## config.mk

```make
export PLATFORM = sky130hd
export DESIGN_NAME = uart_tx_arbiter
export DESIGN_NICKNAME = d
export VERILOG_FILES = /design/src/rtl/pri_uart_pkg.sv /design/src/rtl/uart_baud_tick.sv /design/src/rtl/uart_tx_arbiter.sv
export SDC_FILE = /design/constraint.sdc
export NUM_CORES = 1
export LEC_CHECK = 0
export CORE_MARGIN = 5
export CORE_UTILIZATION = 52
export DETAILED_ROUTE_END_ITERATION = 8
export PLACE_DENSITY = 0.79
export SLEW_MARGIN = 20
export SYNTH_ARGS = -nofsm -noshare
export SYNTH_HDL_FRONTEND = slang
export SYNTH_SLANG_ARGS = --single-unit
```

## constraint.sdc

```tcl
create_clock -name clk -period 2.05 [get_ports clk]
set_input_delay 0.41 -clock clk [delete_from_list [all_inputs] [get_ports clk]]
set_output_delay 0.41 -clock clk [all_outputs]
set_load 0.03 [all_outputs]
```

## src/rtl/pri_uart_pkg.sv

```systemverilog
// Shared definitions for the UART transmit path.
//
// Contents:
//   uart_state_t : FSM encoding for the transmitter (IDLE/START/DATA/STOP).
//   DATA_BITS    : payload bits per frame.
//   FRAME_BITS   : start + payload + stop bits per frame.
//   clk_div()    : clock cycles per serial bit for a given clock (MHz) and
//                  baud rate (bits/s), truncated.
package pri_uart_pkg;

  typedef enum logic [1:0] {
    IDLE  = 2'd0,
    START = 2'd1,
    DATA  = 2'd2,
    STOP  = 2'd3
  } uart_state_t;

  localparam int DATA_BITS  = 8;
  localparam int FRAME_BITS = 10;

  // Integer division truncates, so the real baud rate is slightly above the
  // nominal one when the ratio is not exact (50 MHz / 115200 -> 434).
  function automatic int clk_div(input int clock_mhz, input int baud);
    return (clock_mhz * 1_000_000) / baud;
  endfunction

endpackage

```

## src/rtl/uart_baud_tick.sv

```systemverilog
// Bit-period timer for the UART.
//
// Counts 0..DIV-1 while enabled and emits a one-cycle tick on the cycle the
// count sits at DIV-1; the count then wraps to 0. A synchronous clear forces
// the count to 0 and suppresses the tick so a new bit period starts cleanly.
//
// Ports:
//   clk     : system clock, rising edge
//   rst_n   : synchronous active-low reset (count -> 0)
//   clear_i : synchronous clear, takes priority over en_i
//   en_i    : count enable
//   tick_o  : high for one cycle at the last cycle of each bit period
module uart_baud_tick #(
  parameter int DIV = 4
) (
  input  logic clk,
  input  logic rst_n,
  input  logic clear_i,
  input  logic en_i,
  output logic tick_o
);

  localparam int            CW   = (DIV > 1) ? $clog2(DIV) : 1;
  localparam logic [CW-1:0] LAST = CW'(DIV - 1);

  logic [CW-1:0] cnt_q;
  logic [CW-1:0] cnt_d;
  logic          at_last;

  assign at_last = (cnt_q == LAST);

  always_comb begin
    cnt_d = cnt_q;
    if (clear_i) begin
      cnt_d = '0;
    end else if (en_i) begin
      cnt_d = at_last ? '0 : cnt_q + 1'b1;
    end
  end

  always_ff @(posedge clk) begin
    if (!rst_n) begin
      cnt_q <= '0;
    end else begin
      cnt_q <= cnt_d;
    end
  end

  assign tick_o = en_i & ~clear_i & at_last;

endmodule

```

## src/rtl/uart_tx_arbiter.sv

```systemverilog
// Two-requester UART transmitter.
//
// Two on-chip sources (requester 0 = core debug port, requester 1 =
// heartbeat/status) share one UART TX pin. A round-robin arbiter picks one
// byte at a time while idle, and the byte is sent as 8N1 (start bit, 8 data
// bits LSB first, stop bit) with CLK_DIV clock cycles per bit.
//
// Handshake (valid/ready): a requester raises req_valid[i] with its byte on
// req_data<i> and must hold both stable until it sees req_ready[i] high at a
// rising clock edge; that edge is the transfer. req_ready is combinational,
// only ever high in IDLE and out of reset, and at most one bit is high. With
// both requesters valid, ready goes to the one that did not win last, so
// sustained contention alternates 0,1,0,1. A requester may drop valid before
// being accepted; nothing is transferred in that case.
//
// Ports:
//   clk        : system clock, rising edge
//   rst_n      : synchronous active-low reset; abandons any frame in flight
//   req_valid  : [1:0] per-requester byte valid
//   req_data0  : [7:0] requester 0 byte
//   req_data1  : [7:0] requester 1 byte
//   req_ready  : [1:0] per-requester accept (one-hot or zero)
//   tx         : serial output, idle high, registered
//   busy       : high while a frame is in flight
//   grant_id   : requester whose byte is being / was last sent
module uart_tx_arbiter
  import pri_uart_pkg::*;
#(
  parameter int Clock = 50,      // system clock, MHz
  parameter int Baud  = 115200   // serial rate, bits/s
) (
  input  logic       clk,
  input  logic       rst_n,
  input  logic [1:0] req_valid,
  input  logic [7:0] req_data0,
  input  logic [7:0] req_data1,
  output logic [1:0] req_ready,
  output logic       tx,
  output logic       busy,
  output logic       grant_id
);

  localparam int CLK_DIV = clk_div(Clock, Baud);

  if (CLK_DIV < 2) begin : g_bad_div
    $error("uart_tx_arbiter: CLK_DIV must be at least 2");
  end

  localparam int            IW       = $clog2(DATA_BITS);
  localparam logic [IW-1:0] LAST_BIT = IW'(DATA_BITS - 1);

  // FSM state
  uart_state_t state_q, state_d;

  // Datapath registers
  logic [DATA_BITS-1:0] shift_q, shift_d;
  logic [IW-1:0]        bit_idx_q, bit_idx_d;
  logic                 grant_q, grant_d;
  logic                 last_q, last_d;      // last-granted requester
  logic                 busy_q, busy_d;
  logic                 tx_q, tx_d;

  // Control
  logic sel_id;     // requester that would be granted this cycle
  logic accept;     // handshake completes at the coming edge
  logic bit_tick;   // last cycle of the current bit period

  uart_baud_tick #(
    .DIV (CLK_DIV)
  ) u_baud (
    .clk     (clk),
    .rst_n   (rst_n),
    .clear_i (accept),
    .en_i    (state_q != IDLE),
    .tick_o  (bit_tick)
  );

  // ---------------------------------------------------------------------
  // FSM: state register
  // ---------------------------------------------------------------------
  always_ff @(posedge clk) begin
    if (!rst_n) begin
      state_q <= IDLE;
    end else begin
      state_q <= state_d;
    end
  end

  // ---------------------------------------------------------------------
  // FSM: next state
  // ---------------------------------------------------------------------
  always_comb begin
    state_d = state_q;
    case (state_q)
      IDLE:    if (accept)   state_d = START;
      START:   if (bit_tick) state_d = DATA;
      DATA:    if (bit_tick && (bit_idx_q == LAST_BIT)) state_d = STOP;
      STOP:    if (bit_tick) state_d = IDLE;
      default: state_d = IDLE;
    endcase
  end

  // ---------------------------------------------------------------------
  // FSM: outputs (arbitration and serial bit value)
  // ---------------------------------------------------------------------
  always_comb begin
    req_ready = 2'b00;
    tx_d      = 1'b1;
    // With both valid, favour the requester that did not win last time;
    // otherwise whichever single requester is valid.
    sel_id    = (req_valid == 2'b11) ? ~last_q : req_valid[1];
    case (state_q)
      IDLE: begin
        tx_d = 1'b1;
        // Gated by rst_n so nothing is offered while reset is asserted.
        if (rst_n && (req_valid != 2'b00)) begin
          req_ready = sel_id ? 2'b10 : 2'b01;
        end
      end
      START:   tx_d = 1'b0;
      DATA:    tx_d = shift_q[0];
      STOP:    tx_d = 1'b1;
      default: tx_d = 1'b1;
    endcase
  end

  assign accept = |(req_valid & req_ready);

  // ---------------------------------------------------------------------
  // Datapath next state
  // ---------------------------------------------------------------------
  always_comb begin
    shift_d   = shift_q;
    bit_idx_d = bit_idx_q;
    grant_d   = grant_q;
    last_d    = last_q;
    busy_d    = busy_q;

    if (accept) begin
      shift_d   = sel_id ? req_data1 : req_data0;
      grant_d   = sel_id;
      last_d    = sel_id;
      busy_d    = 1'b1;
      bit_idx_d = '0;
    end

    case (state_q)
      START: if (bit_tick) bit_idx_d = '0;
      DATA: begin
        if (bit_tick) begin
          shift_d   = shift_q >> 1;
          bit_idx_d = bit_idx_q + 1'b1;
        end
      end
      STOP: if (bit_tick) busy_d = 1'b0;
      default: ;
    endcase
  end

  // tx_q follows the state one cycle late: the start bit appears on the
  // edge after the accept edge and the line is never driven from inputs.
  always_ff @(posedge clk) begin
    if (!rst_n) begin
      shift_q   <= '0;
      bit_idx_q <= '0;
      grant_q   <= 1'b0;
      last_q    <= 1'b1;   // requester 0 wins the first contention
      busy_q    <= 1'b0;
      tx_q      <= 1'b1;
    end else begin
      shift_q   <= shift_d;
      bit_idx_q <= bit_idx_d;
      grant_q   <= grant_d;
      last_q    <= last_d;
      busy_q    <= busy_d;
      tx_q      <= tx_d;
    end
  end

  assign tx       = tx_q;
  assign busy     = busy_q;
  assign grant_id = grant_q;

endmodule

```

After elaboration in Yosys (flattened, before gate mapping):

Cells that the tools add are included.

* bits of input ports: 20
* register bits: 26
* output and inout bits: 5

* add/sub/neg operators: 2
* muxes and demuxes: 22
* bitwise operators: 6
* reduce and logical (&&, ||, !) cells: 9
* equal/unequal tests: 10

Operators by type and width (number)
* 2-to-1 mux 8 bit: 4
* 2-to-1 mux 2 bit: 7
* adder 9 x 1 -> 9 bit, second input constant: 1
* equality test 9 bit, second input constant: 1
* 2-to-1 mux 3 bit: 3
* 2-to-1 mux 9 bit: 1
* one-hot mux 2 bit (4 select lines): 1
* equality test 2 bit, second input constant: 3
* inequality test 2 bit, second input constant: 3
* one-hot mux 3 bit (2 select lines): 1
* 2-to-1 mux 1 bit: 4
* AND reduction 4 bit: 1
* nonzero test 2 bit: 2
* OR reduction 2 bit: 2
* adder 3 x 1 -> 3 bit, second input constant: 1
* equality test 3 bit, second input constant: 1
* NOT 1 bit: 3
* one-hot mux 1 bit (3 select lines): 1
* OR reduction 3 bit: 1
* AND 1 bit: 2
* AND 2 bit: 1
* equality test 2 x 1 -> 1 bit, second input constant: 1
* logical AND 1 bit: 2
* zero test 2 bit: 1
* inequality test 2 x 1 -> 1 bit, second input constant: 1

Depth between registers and ports, before layout:

Gate-level depths: netlist (run 1).

* depth in word-level cells: 13
* gate-level depth with buffers: 8
* depth with buffers taken out: 6

Hierarchy:

Synthesis (run 1) repeated with hierarchy kept, for this count alone.

* cells, all modules: 159
* area total of the unflattened synthesis: 1402.6 µm²

By module, submodules not included
* uart_tx_arbiter: area each 948.4 µm², cells an instance 106, instances 1
* uart_baud_tick: area each 454.2 µm², cells an instance 53, instances 1

Worst setup path before layout (run 1):

Ideal clock, no wire load.

* path type: register -> output
* from: register state_q[0]
* to: output req_ready[0]
* data required time: 1640 ps
* arrival time: 1416 ps
* slack: 224 ps
* stages on the path, launching flop included: 6
* buffers on the path: 1
* path through: dfxtp_1 inv_1 ha_1 o211ai_1 clkbuf_1 nor2_1

* longest elaborated chain between the ends: 2

RTL lines
* start, declared: RTL line uart_tx_arbiter.sv:53 `uart_state_t state_q, state_d;`
* start signal, assigned: RTL line uart_tx_arbiter.sv:85 `state_q <= state_d;`
* zero test 2 bit: RTL line uart_tx_arbiter.sv:112 `case (state_q)`
* 2-to-1 mux 2 bit: RTL line uart_tx_arbiter.sv:112
* end, declared: RTL line uart_tx_arbiter.sv:37 `output logic [1:0] req_ready,`

Every way passes these cells.

Worst setup path after layout (run 1):

* from: register state_q[1]
* to: output req_ready[1]

Same word-level chain as after synthesis.

==> results of run 1 <==
==> sequential cells by signal, summed over array words and instances (netlist names) <==
signal,count
u_baud.cnt_q,9
shift_q,8
bit_idx_q,3
state_q,2
busy,1
grant_id,1
last_q,1
tx,1
==> logic make-up after synthesis <==
family,after synthesis
xor+xnor,8
fa+ha+maj,8
flops,26
mux,3
compound gates,40
simple gates,67
buf+inv,16
==> metrics by stage <==
step	instance area [sq um]	setup slack, ns	instances
final	1847	0.1070	234
after CTS	1812	0.02436	232
after global placement	1773	0.1049	228
after detailed placement	1773	0.07549	228
after global routing	1847	-0.04570	234
after floorplan	1443	0.2238	168
==> worst min-delay path: stages (launching register included) <==
cell and delay [ns]:
dfxtp_1 0.35, nand2_1 0.06, o32ai_1 0.07
==> per-layer routing <==
layer,vias up,global-route usage,share of wire
met4,0,0.08488,0.018
met2,42,0.3407,0.53
met1,643,0.1844,0.40
met5,-,0,0
met3,8,0.06475,0.050
li1,675,-,-
==> what timing repair did <==
item,CTS,global route
setup buffers,0,2
pin swaps,0,1
setup endpoints to repair,2,3
gates resized for setup,1,4
==> worst min-delay path by stage <==
stage	slack, ns	endpoint	start	cells past startpoint
final	0.51	shift_q[4]$_SDFF_PN0_	shift_q[5]$_SDFF_PN0_	2
after floorplan	0.46	shift_q[0]$_SDFF_PN0_	shift_q[1]$_SDFF_PN0_	2
after CTS	0.50	shift_q[4]$_SDFF_PN0_	shift_q[5]$_SDFF_PN0_	2
after detailed placement	0.49	shift_q[4]$_SDFF_PN0_	shift_q[5]$_SDFF_PN0_	2
after global placement	0.47	shift_q[1]$_SDFF_PN0_	shift_q[2]$_SDFF_PN0_	2
after global routing	0.54	shift_q[1]$_SDFF_PN0_	shift_q[2]$_SDFF_PN0_	2
==> cells in the final DEF, fill, tap and decap left out, drive strengths merged, types with 2 or more instances in the layout <==
cell and n:
and3 5, mux2i 2, a21oi 4, clkdlybuf4s50 22
o21ai 7, dfxtp 26, xor2 3, buf 19
ha 8, o211ai 2, nand4 2, o31a 2
inv 6, nor3 3, xnor2 5, o32ai 7
nor2 22, nand4b 3, clkbuf 4, nor2b 8
a211oi 9, a21boi 2, nand2 16
==> layout make-up <==
class | instances | area [sq um]
Timing Repair Buffer | 41 | 362.8
Sequential cell | 26 | 520.5
Tap cell | 31 | 38.79
Multi-Input combinational cell | 126 | 865.8
Clock buffer | 4 | 36.28
Fill cell | 233 | 863.3
Inverter | 6 | 22.52
==> report_power, final <==
part / internal (mW) / switching, mW
Sequential: 0.595 / 0.0624
Clock: 0.109 / 0.155
Combinational: 0.390 / 0.456
==> flow_metrics.env, run 1 <==
export IMPL_dieWidth_microns=62.67
export IMPL_seq_area_frac_synth=0.3608
export IMPL_final_period_utilization=0.9478
export IMPL_place_gp_congestion=0.7773
export IMPL_wl_per_cell_microns=15.13
export IMPL_io_buffers=24
export IMPL_synth_edff_count=0
export IMPL_yosysTopAreaCell="dfxtp_1"
export IMPL_io_pins=25
export IMPL_cts_root_buf="clkbuf_4"
export IMPL_slowest_delay_ns=0.37
export IMPL_synth_distinct_cells=40
export IMPL_synth_top_area_share=0.3608
export IMPL_core_sq_um=2710
export IMPL_path_clk_slew_ns=0.14
export IMPL_syn_cell_area_sq_um=1443
export IMPL_cts_max_level=1
export IMPL_synth_commonest_cells="26 x dfxtp_1, 22 x nor2_1, 16 x nand2_1"
export IMPL_std_cell_rows=19
export IMPL_reg2reg_to="shift_q[0]$_SDFF_PN0_"
export IMPL_cp_start_kind="flop"
export IMPL_path_max_fanout=11
export IMPL_final_layout_size_suffix_gt1_frac=0.1576
export IMPL_start_util=0.5323
export IMPL_synth_fa_ha_area_frac=0.06938
export IMPL_synth_compound_area_share=0.2038
export IMPL_power_leakage_nw=0.6946
export IMPL_grt_overflow_total=0
export IMPL_end_kind="output port"
export IMPL_synth_xor_area_frac=0.04857
export IMPL_synthSimpleGateAreaFrac=0.2411
export IMPL_cp_depth=5
export IMPL_clk_latency_ns=0.33
export IMPL_fmax_mhz=514.7
export IMPL_wl_mm=3.540
export IMPL_cp_common_cell="buf_4"
export IMPL_hold_ws_ns=0.5065
export IMPL_worst_pin_slew_ns=0.4420
export IMPL_status="finished clean"
export IMPL_n_antenna_cell=0
export IMPL_synthMuxAreaShare=0.02168
export IMPL_r2r_start="state_q[1]$_SDFFE_PN0P_"
export IMPL_synthArstFlopShare=0
export IMPL_area_growth_pct=28.01
export IMPL_cp_data_required_time_ns=1.64
export IMPL_maxCapViolCount=0
export IMPL_ir_drop_uv=913.0
export IMPL_dpl_hpwl_mm=2.737
export IMPL_cpMaxStageDelayCell="dfxtp_1"
export IMPL_min_period_ns=1.943
export IMPL_holdBufCountCts=0
export IMPL_path_cells="inv_1 -> ha_4 -> buf_4 -> and3_4 -> buf_4"
export IMPL_power_mw=1.768
export IMPL_arrival_ns=1.53
export IMPL_postLayoutCoreUtil=0.6814
export IMPL_num_vias=1368
export IMPL_routed_via_density=5.846
export IMPL_critPathLaunch="state_q[1]$_SDFFE_PN0P_"
export IMPL_ys_warn_count=0
export IMPL_cts_tree="built"
export IMPL_die_area_sq_um=3928
export IMPL_setup_violations=0
export IMPL_path_buf_inv=3
export IMPL_grt_use_total=0.1856
export IMPL_min_path_type="flop to flop"
export IMPL_die_height_microns=62.67
export IMPL_regToRegSetupSlack_ns=0.12
export IMPL_clock_sinks=26
export IMPL_layout_nets=232
export IMPL_crit_path_end="req_ready[1]"
export IMPL_synthTopCellsByArea="dfxtp_1 36%, ha_1 6.9%, nor2_1 5.7%, a211oi_1 4.7%, o32ai_1 4.2%"
export IMPL_yosys_cell_count_top_type="dfxtp_1"
export IMPL_syn_num_nets=196
export IMPL_worstSetupPathType="flop to output port"
export IMPL_skew_ns=0.009832
export IMPL_worstRegToRegCells=7
export IMPL_yosys_most_used_dff="dfxtp_1"
export IMPL_synth_top_family_by_area="simple AND/OR/NAND/NOR gates"
export IMPL_drc=0
export IMPL_ys_ff_latch=26
export IMPL_tns_ns=0
export IMPL_grt_start_max_net_pins=18
export IMPL_dr_pass1_iters=4
export IMPL_finalHoldViolations=0
export IMPL_numCtsBuffers=3
export IMPL_ant_nets=0
export IMPL_synthCells=168
export IMPL_drt_iter0_markers=59
export IMPL_p_per_area_nw_per_um2=957.1
export IMPL_crit_family="buffers and inverters"
export IMPL_antenna_found_initial=0
export IMPL_avgSynthCellArea_sq_um=8.587
export IMPL_slew_violations=0
export IMPL_grt_pass1_wl_mm=6.058
export IMPL_slew_headroom=0.7030
export IMPL_clockBufferDepth=2
export IMPL_grt_pass1_vias=1474
Power figures use the tool's default switching activity.
==> run 2: changes to the inputs <==
--- a/config.mk
+++ b/config.mk
@@ -9,6 +9,7 @@
 export CORE_UTILIZATION = 52
 export DETAILED_ROUTE_END_ITERATION = 8
 export PLACE_DENSITY = 0.79
+export REMOVE_ABC_BUFFERS = 1
 export SLEW_MARGIN = 20
 export SYNTH_ARGS = -nofsm -noshare
 export SYNTH_HDL_FRONTEND = slang
==> constraint.sdc (replaced) <==
create_clock -name clk -period 2.1 [get_ports clk]
set_input_delay 0.42 -clock clk [delete_from_list [all_inputs] [get_ports clk]]
set_output_delay 0.42 -clock clk [all_outputs]
set_load 0.03 [all_outputs]
==> flow_metrics.env, run 2 (synthesis results as in run 1) <==
export IMPL_arrival_ns=1.59
export IMPL_dp_cells=226
export IMPL_slew_violations=0
export IMPL_end_kind="output port"
export IMPL_power_leakage_nw=0.6872
export IMPL_dpl_hpwl_mm=2.608
export IMPL_swShare=0.3827
export IMPL_pwr_share_comb=0.486
export IMPL_io_pins=25
export IMPL_setup_violations=0
export IMPL_slowest_delay_ns=0.54
export IMPL_worstRegToRegCells=9
export IMPL_grt_pass1_wl_mm=5.885
export IMPL_final_cell_mix="24 x dfxtp_1, 22 x nor2_1, 22 x clkdlybuf4s50_1"
export IMPL_crit_path_end="req_ready[0]"
export IMPL_start_util=0.5323
export IMPL_clock_sinks=26
export IMPL_final_layout_size_suffix_gt1_frac=0.1450
export IMPL_wl_mm=3.429
export IMPL_skew_ns=0.002224
export IMPL_cp_start_kind="input port"
export IMPL_slew_headroom=0.7321
export IMPL_grt_start_max_net_pins=15
export IMPL_largest_register_ffs=9
export IMPL_holdBufCountCts=0
export IMPL_regArea_sq_um=523.0
export IMPL_cpMaxStageDelayCell="clkdlybuf4s50_1"
export IMPL_fmax_mhz=497.1
export IMPL_multiInputGateArea_sq_um=855.8
export IMPL_top_regs="u_baud.cnt_q: 9 flops, shift_q: 8 flops, bit_idx_q: 3 flops"
export IMPL_cp_data_required_time_ns=1.68
export IMPL_status="finished clean"
export IMPL_worst_pin_slew_ns=0.3967
export IMPL_routed_via_density=5.797
export IMPL_place_gp_congestion=0.8095
export IMPL_num_vias=1339
export IMPL_clk_latency_ns=0.33
export IMPL_path_cells="clkdlybuf4s50_1 -> a21boi_1 -> buf_4 -> nor2_1 -> buf_4"
export IMPL_finalHoldViolations=0
export IMPL_antenna_found_initial=0
export IMPL_core_sq_um=2710
export IMPL_ir_drop_uv=735.1
export IMPL_reg2reg_to="state_q[1]$_SDFFE_PN0P_"
export IMPL_cts_tree="built"
export IMPL_clockBufferDepth=2
export IMPL_worstSetupPathType="input port to output port"
export IMPL_cts_max_level=1
export IMPL_drc=0
export IMPL_p_per_area_nw_per_um2=912.3
export IMPL_cp_depth=5
export IMPL_critPathLaunch="req_valid[1]"
export IMPL_io_buffers=24
export IMPL_numCtsBuffers=3
export IMPL_dr_pass1_iters=4
export IMPL_p_int_mw=1.029
export IMPL_layout_nets=230
export IMPL_final_cells=231
export IMPL_r2r_start="state_q[1]$_SDFFE_PN0P_"
export IMPL_grt_pass1_vias=1307
export IMPL_top_register="u_baud.cnt_q"
export IMPL_wl_per_cell_microns=14.84
export IMPL_drt_iter0_markers=66
export IMPL_std_cell_rows=19
export IMPL_area_growth_pct=26.63
export IMPL_cp_common_cell="buf_4"
export IMPL_p_seq_frac=0.386
export IMPL_cts_root_buf="clkbuf_4"
export IMPL_grt_use_total=0.1828
export IMPL_final_period_utilization=0.9579
export IMPL_dieWidth_microns=62.67
export IMPL_crit_family="buffers and inverters"
export IMPL_path_clk_slew_ns=0.13
export IMPL_min_period_ns=2.012
export IMPL_regToRegSetupSlack_ns=0.20
export IMPL_ant_nets=0
export IMPL_fill_cells=237
export IMPL_p_clk_frac=0.129
export IMPL_postLayoutCoreUtil=0.6741
export IMPL_die_area_sq_um=3928
export IMPL_final_common_cell="dfxtp_1"
export IMPL_switchingPower_mw=0.6379
export IMPL_min_path_type="flop to flop"
export IMPL_grt_overflow_total=0
export IMPL_die_height_microns=62.67
export IMPL_path_buf_inv=3
export IMPL_maxCapViolCount=0
export IMPL_path_max_fanout=9
export IMPL_n_antenna_cell=0
==> run 2: changes by cell type in the layout (fill, tap and decap cells not counted) <==
cell / previous run / this run
and3_1: 3 / 5
and3_4: 2 / 0
buf_12: 0 / 1
buf_4: 19 / 15
buf_6: 0 / 1
clkbuf_8: 1 / 0
dfxtp_1: 26 / 24
dfxtp_2: 0 / 2
==> run 2: power groups by stage <==
stage / Clock (mW) / Combinational [mW] / Sequential, mW
6_report: 0.215 / 0.809 / 0.643
3_5_place_dp: 0 / 0.729 / 0.650
5_1_grt: 0.250 / 0.899 / 0.656
3_3_place_gp: 0 / 0.715 / 0.644
2_1_floorplan: 0 / 0.433 / 0.672
4_1_cts: 0.220 / 0.758 / 0.638
==> run 2: worst min-delay path by stage <==
stage | from | depth (start not counted) | slack (ns) | end
6_report | shift_q[5]$_SDFF_PN0_ | 2 | 0.49 | shift_q[4]$_SDFF_PN0_
5_1_grt | shift_q[5]$_SDFF_PN0_ | 2 | 0.51 | shift_q[4]$_SDFF_PN0_
4_1_cts | shift_q[5]$_SDFF_PN0_ | 2 | 0.50 | shift_q[4]$_SDFF_PN0_
3_5_place_dp | shift_q[6]$_SDFF_PN0_ | 2 | 0.47 | shift_q[5]$_SDFF_PN0_
3_3_place_gp | shift_q[6]$_SDFF_PN0_ | 2 | 0.47 | shift_q[5]$_SDFF_PN0_
2_1_floorplan | shift_q[1]$_SDFF_PN0_ | 2 | 0.46 | shift_q[0]$_SDFF_PN0_
==> run 2: layout make-up <==
class | instances | share of cell area
Tap cell | 31 | 0.02123
Multi-Input combinational cell | 126 | 0.4685
Clock buffer | 3 | 0.01233
Timing Repair Buffer | 39 | 0.1993
Sequential cell | 26 | 0.2863
Inverter | 6 | 0.01233
==> run 2: repair_timing <==
| action | in CTS | in global routing |
|---|---|---|
| gates resized for setup | 1 | 5 |
| setup buffers | 1 | 1 |
| setup endpoints to repair | 1 | 11 |
| pin swaps | 0 | 1 |
==> run 2: stage by stage <==
stage / hold slack, ns / TNS, ns / area (sq um) / power [mW] / setup slack, ns
floorplan: 0.4592 / 0 / 1386 / 1.105 / 0.04827
global placement: 0.4685 / 0 / 1770 / 1.359 / 0.07325
detailed placement: 0.4721 / -0.005043 / 1770 / 1.379 / -0.005043
CTS: 0.4961 / 0 / 1804 / 1.616 / 0.02450
global route: 0.5134 / -0.004099 / 1827 / 1.805 / -0.004099
finish: 0.4934 / 0 / 1827 / 1.667 / 0.08834
==> run 2: worst reg2reg max path: stages (launching register included) <==
cell and delay [ns]:
dfxtp_2 0.36, inv_1 0.11, ha_4 0.16, buf_6 0.15, o211ai_1 0.13, buf_4 0.16, buf_4 0.14, nand2_1 0.10
mux2_2 0.34, o311ai_0 0.12
==> run 2: metal layers <==
metal	GRT usage	share of wire
met4	0.09019	0.030
met1	0.2013	0.41
met2	0.3303	0.52
met5	0	0
met3	0.03417	0.040
==> run 3: changes to the inputs <==
--- a/config.mk
+++ b/config.mk
@@ -7,6 +7,7 @@
 export LEC_CHECK = 0
 export CORE_MARGIN = 5
 export CORE_UTILIZATION = 52
+export CTS_CLUSTER_SIZE = 30
 export DETAILED_ROUTE_END_ITERATION = 8
 export PLACE_DENSITY = 0.79
 export REMOVE_ABC_BUFFERS = 1
@@ -14,3 +15,4 @@
 export SYNTH_ARGS = -nofsm -noshare
 export SYNTH_HDL_FRONTEND = slang
 export SYNTH_SLANG_ARGS = --single-unit
+export TNS_END_PERCENT = 1
==> results of run 3 <==
No change in the layout: final DEF, timing and power equal those of run 2.
